===== src/rtl/dmem_arbiter.sv =====
// Two-port arbiter for the single-port data memory: processor load/store (port 0)
// has fixed priority, bounded by a starvation counter that guarantees port 1 service.
module dmem_arbiter #(
    parameter int ADDR_W     = 8,
    parameter int DATA_W     = 16,
    parameter int MAX_CONSEC = 4
) (
    input  logic              clk,
    input  logic              reset,
    input  logic              p0_req,
    input  logic              p0_we,
    input  logic [ADDR_W-1:0] p0_addr,
    input  logic [DATA_W-1:0] p0_wdata,
    output logic              p0_gnt,
    output logic              p0_stall,
    output logic              p0_rvalid,
    output logic [DATA_W-1:0] p0_rdata,
    input  logic              p1_req,
    input  logic              p1_we,
    input  logic [ADDR_W-1:0] p1_addr,
    input  logic [DATA_W-1:0] p1_wdata,
    output logic              p1_gnt,
    output logic              p1_rvalid,
    output logic [DATA_W-1:0] p1_rdata,
    output logic              mem_re,
    output logic              mem_we,
    output logic [ADDR_W-1:0] mem_addr,
    output logic [DATA_W-1:0] mem_wdata,
    input  logic [DATA_W-1:0] mem_rdata,
    output logic [3:0]        starve_cnt
);

    typedef enum logic [2:0] {
        IDLE = 3'b001,
        RD0  = 3'b010,
        RD1  = 3'b100
    } state_t;

    localparam logic [3:0] MAX_C = 4'(MAX_CONSEC);

    state_t     state;
    logic [3:0] starve_q;
    logic [1:0] rd_owner;

    function automatic logic [3:0] sat_inc(input logic [3:0] v);
        return (v >= MAX_C) ? MAX_C : v + 4'd1;
    endfunction

    // Grants are gated by reset so nothing reaches the memory during reset cycles.
    always_comb begin
        p1_gnt = ~reset & p1_req & (~p0_req | (starve_q == MAX_C));
        p0_gnt = ~reset & p0_req & ~p1_gnt;
    end

    assign p0_stall   = p0_req & ~p0_gnt;
    assign starve_cnt = starve_q;

    always_comb begin
        mem_re    = 1'b0;
        mem_we    = 1'b0;
        mem_addr  = '0;
        mem_wdata = '0;
        if (p1_gnt) begin
            mem_re    = ~p1_we;
            mem_we    = p1_we;
            mem_addr  = p1_addr;
            mem_wdata = p1_wdata;
        end else if (p0_gnt) begin
            mem_re    = ~p0_we;
            mem_we    = p0_we;
            mem_addr  = p0_addr;
            mem_wdata = p0_wdata;
        end
    end

    // Owner encoding: 00 none, 01 port 0, 10 port 1.
    assign rd_owner = {state == RD1, state == RD0};

    // A pending return is dropped if reset lands on its delivery cycle.
    always_comb begin
        p0_rvalid = rd_owner[0] & ~reset;
        p1_rvalid = rd_owner[1] & ~reset;
        p0_rdata  = p0_rvalid ? mem_rdata : '0;
        p1_rdata  = p1_rvalid ? mem_rdata : '0;
    end

    always_ff @(posedge clk) begin
        if (reset) begin
            state    <= IDLE;
            starve_q <= 4'd0;
        end else begin
            if (p0_gnt && !p0_we)
                state <= RD0;
            else if (p1_gnt && !p1_we)
                state <= RD1;
            else
                state <= IDLE;

            if (!p1_req || p1_gnt)
                starve_q <= 4'd0;
            else if (p0_gnt)
                starve_q <= sat_inc(starve_q);
        end
    end

endmodule


===== config.mk =====
export PLATFORM = sky130hd
export DESIGN_NAME = dmem_arbiter
export DESIGN_NICKNAME = d
export VERILOG_FILES = /design/src/rtl/dmem_arbiter.sv
export SDC_FILE = /design/constraint.sdc
export NUM_CORES = 1
export LEC_CHECK = 0
export ABC_AREA = 1
export CAP_MARGIN = 5
export CORE_MARGIN = 10
export CORE_UTILIZATION = 25
export DETAILED_ROUTE_END_ITERATION = 7
export PLACE_DENSITY = 0.86
export SETUP_SLACK_MARGIN = 0.15
export SLEW_MARGIN = 20
export SYNTH_ARGS = -nofsm -noshare
export SYNTH_HDL_FRONTEND = slang
export SYNTH_SLANG_ARGS = --single-unit

===== constraint.sdc =====
create_clock -name clk -period 3.7 [get_ports clk]
set_clock_uncertainty 0.15 [all_clocks]
set_input_delay 1.11 -clock clk [delete_from_list [all_inputs] [get_ports clk]]
set_output_delay 1.11 -clock clk [all_outputs]
set_load 0.02 [all_outputs]

* Word level (Yosys, flattened, before mapping)
Cells that the tools add are included. W data, S select, Z words.
Cells by class: reduce and logical (&&, ||, !) cells 8, add/sub/neg operators 1, bitwise logic cells 14, mux-type cells 13, equal/unequal tests 3, magnitude comparators 1
Operators with widths (count):
- $mux W16 | 4
- $mux W8 | 2
- $and A1 B1 Y1 | 7
- $not A1 Y1 | 6
- $add A4 B1 Y4 const B | 1
- $eq A4 B3 Y1 const B | 1
- $ge A4 B3 Y1 const B | 1
- $mux W1 | 4
- $mux W4 | 1
- $reduce_or A2 Y1 | 2
- $eq A3 B2 Y1 const B | 1
- $eq A3 B3 Y1 const B | 1
- $logic_not A1 Y1 | 3
- $mux W3 | 1
- $logic_and A1 B1 Y1 | 2
- $mux W2 | 1
- $logic_or A1 B1 Y1 | 1
- $or A1 B1 Y1 | 1
Storage, ports and cells: logic and storage cells 43, register bits after elaboration 7, output and inout port bits 67, input port bits 70

* Longest topological paths before layout
depth in word-level cells 7, mapped depth 9, gate-level depth less buffers 8

* Worst setup path before layout
No wires, ideal clock.
kind input-to-output, from input p0_req, to output p0_stall, setup slack 0.443 ns, arrival time 1.997 ns, buffers on the path 0, stages 5, required time 2.440 ns, cells stage by stage inv_1 > nor2_2 > inv_1 > nor2_1 > nor2_1
Between the ends: word-level cells in the longest chain between the ends 7
Ends and longest elaborated chain:
- start: declaration | line 10 | input logic p0_req,
- $not A1 Y1 | line 51 | p1_gnt = ~reset & p1_req & (~p0_req | (starve_q == MAX_C));
- $or A1 B1 Y1 | line 51
- $and A1 B1 Y1 | line 51
- $not A1 Y1 | line 52 | p0_gnt = ~reset & p0_req & ~p1_gnt;
- $and A1 B1 Y1 (*) | line 52
- net p0_gnt | line 14 | output logic p0_gnt,
- $not A1 Y1 (*) | line 55 | assign p0_stall = p0_req & ~p0_gnt;
- $and A1 B1 Y1 (*) | line 55
- end: declaration | line 15 | output logic p0_stall,
The timed path passes the listed nets; every way through them passes the cells marked *.

* Final worst setup path
from input p0_req, to output mem_wdata[15]
Between the ends: word-level cells in the longest chain between the ends 7
Ends and longest elaborated chain:
- $not A1 Y1 | line 51
- $or A1 B1 Y1 | line 51
- $and A1 B1 Y1 | line 51
- $not A1 Y1 | line 52
- $and A1 B1 Y1 | line 52
- $mux W16 | line 68 | end else if (p0_gnt) begin
- $mux W16 (*) | line 63 | if (p1_gnt) begin
- end: declaration | line 28 | output logic [DATA_W-1:0] mem_wdata,
Mark *: on every way between the ends. The rest lies on a longest branch, timed or not.

==> flow_summary.yaml <==
status:
  outcome: "completed"
critical_path:
  critPathMaxStageDelay_ns: 0.25
  crit_type: "primary input to primary output"
  cp.arrival_ns: 2.25
  crit_path_start_kind: "primary input"
  r2r-start: "starve_cnt[0]"
  slowest_stage: "dlygate4sd2_1"
  worstPathRequired_ns: 2.44
  reg2reg_depth: 9
  worstReg2RegEnd: "state[0]"
  reg2reg_slack_ns: 2.22
  cp_max_fo: 6
  path_cells: "dlygate4sd2_1 > buf_4 > nand2_4 > nand2_4 > inv_6 > bufbuf_16 > nand2_1 > nand2_1 > buf_6"
  endpoint_kind: "primary output"
synthesis:
  synthXorXnorAreaFrac: 0
  synth_top_family_by_area: "simple AND/OR/NAND/NOR gates"
  synth_compound_area_frac: 0.0225
  seq_area_frac_synth: 0.157
  synth_simple_gate_area_share: 0.590
  synth_cell_types: 19
  muxShareOfSynthArea: 0
  synth_area_sq_um: 891
  synthCells: 177
  synth_nets: 249
  syn_area_per_cell_sq_um: 5.03
  synth_fa_ha_area_frac: 0.0281
  ys_ff_latch: 7
  synth_warnings: 0
min_path:
  hold_path_class: "flip-flop to flip-flop"
  min_from: "starve_cnt[3]"
  hold_end: "starve_cnt[1]"
  hold_path_depth: 3
floorplan:
  ios: 137
  fp.coreArea_sq_mm: 0.00339
  die_y_um: 79.7
  rows: 21
  start_util: 0.263
  die_w_um: 79.7
  dieArea_sq_mm: 0.00635
layout:
  nNetsFinal: 406
  final-seq-area_sq_um: 140
  num-fill-cells: 287
  final_util: 0.709
  finalNonFillerCells: 379
  area_growth_pct: 170
  multiInputGateArea_sq_um: 589
  fin_area_sq_mm: 0.00240
  post_route_cells_drive_above_1_share: 0.240
  diodes: 0
clock_tree:
  clockRootBuffer: "clkbuf_4"
  holdBufCountCts: 0
  htree_levels: 1
  cts_made_buffers: 3
  path_clk_slew_ns: 0.05
  clk_path_buf_depth: 2
  clock-sinks: 7
  clk_latency_ns: 0.25
  tritoncts: "built"
drt:
  wl_per_cell_um: 14.8
  drc: 0
  first_pass_iters: 4
  vias_per_cell: 4.40
  ant_nets: 0
  drt_iter0_drc: 33
  dr_total_vias: 1669
  wl_um: 5610
sta:
  finalMaxSlewViolations: 0
  finalCritPeriodShare: 0.949
  tns_ns: 0
  fin_crit_ns: 3.51
  final_hold_viol_count: 0
  setup-violations-final: 0
  timing.final.ws_setup_ns: 0.187
  rsz0062_at_grt: "yes"
  fmax_ghz: 0.285
  timing.hold.ws_ns: 0.451
placed_design:
  place_ws_ns: -0.413
  port_buffers: 136
  place.gp.congestion: 0.793
  place_inst: 370
  place_area_sq_mm: 0.00245
  dpl.hpwl_um: 4920
power_and_ir_drop:
  switchingPower_mw: 0.121
  total_power_mw: 0.361
  switching_share: 0.334
  comb_power_share: 0.585
  leakage_nw: 1.39
  power_density_mw_per_mm2: 150
  p_int_mw: 0.240
  vdd_drop_max_mv: 0.0875
  power.share.clock: 0.192
  seqPwrFrac: 0.224
global_route:
  overflow: 0
  track_usage: 0.171
  antenna_found_initial: 0
  grt_start_max_net_pins: 15
  grt_pass1_vias: 1817
  grt_pass1_wl_um: 8660
flow_run:
  cap_violations: 0
[cells by family after synthesis]
kind of cell / Yosys count
AO/OA/AOI/OAI: 3
adder cells (fa/ha/maj): 2
buffers and inverters: 41
flip-flops: 7
other: 1
AND/OR/NAND/NOR: 123
[per-layer routing]
metal  global-route usage  up-vias  wire (um)
met4               0.0538        0         60
li1                     -      838          -
met5                    0        -          0
met2                0.304      108       2590
met1                0.143      719       1850
met3                0.131        4       1120
[worst max-delay path by stage]
stage,start,end,depth (start not counted)
floorplan,p0_req,p0_stall,5
global placement,reset,mem_addr[2],10
detailed placement,p0_req,mem_addr[4],7
CTS,reset,p0_rdata[11],7
global route,p0_req,mem_wdata[15],9
finish,p0_req,mem_wdata[15],9
[registers in the layout (all words and copies together) (netlist names)]
name	cells
starve_cnt	4
state	3
[layout by cell type, fill, tap and decap left out, drive strengths merged]
master,n
nor2,37
ha,2
conb,1
dlygate4sd2,13
clkdlybuf4s15,12
o21ai,1
buf,51
nand3b,1
nor3,2
clkdlybuf4s50,70
nand4,1
clkbuf,17
nand3,27
a211oi,2
inv,33
dfxtp,7
nand2,55
bufbuf,1
[Yosys cell counts (all sizes together)]
cell,count,share of area
a211oi,2,0.017
buf,8,0.056
conb,1,0.0042
dfxtp,7,0.16
ha,2,0.028
inv,33,0.14
nand2,55,0.25
nand3,27,0.15
nand3b,1,0.0084
nand4,1,0.014
nor2,37,0.16
nor3,2,0.011
o21ai,1,0.0056
[what timing repair did]
item                                    4_1_cts  5_1_grt
setup buffers                                 3        1
pin swaps                                     2        1
gates cloned                                  1        0
endpoints found under the setup margin       63       51
gates resized for setup                     186       28
[worst max-delay path, delay by kind of cell]
| family | cells | cell delay [ns] |
|---|---|---|
| buffers and inverters | 5 | 0.84 |
| AND/OR/NAND/NOR | 4 | 0.29 |
[layout make-up]
cell class	instances	area share
clock buffers	4	0.0109
inverters	33	0.0536
multi-input cells	129	0.245
flip-flops and latches	7	0.0583
well taps	46	0.0239
repair buffers	160	0.608
[power groups by stage]
stage                     Combinational, mW  Clock (mW)  Sequential, mW
after CTS                             0.210      0.0715          0.0807
after global routing                  0.228      0.0796          0.0812
after global placement                0.213           0          0.0821
after detailed placement              0.215           0          0.0822
after floorplan                      0.0714           0          0.0842
final                                 0.211      0.0692          0.0807
No activity file was read; power rests on OpenSTA's default activity.
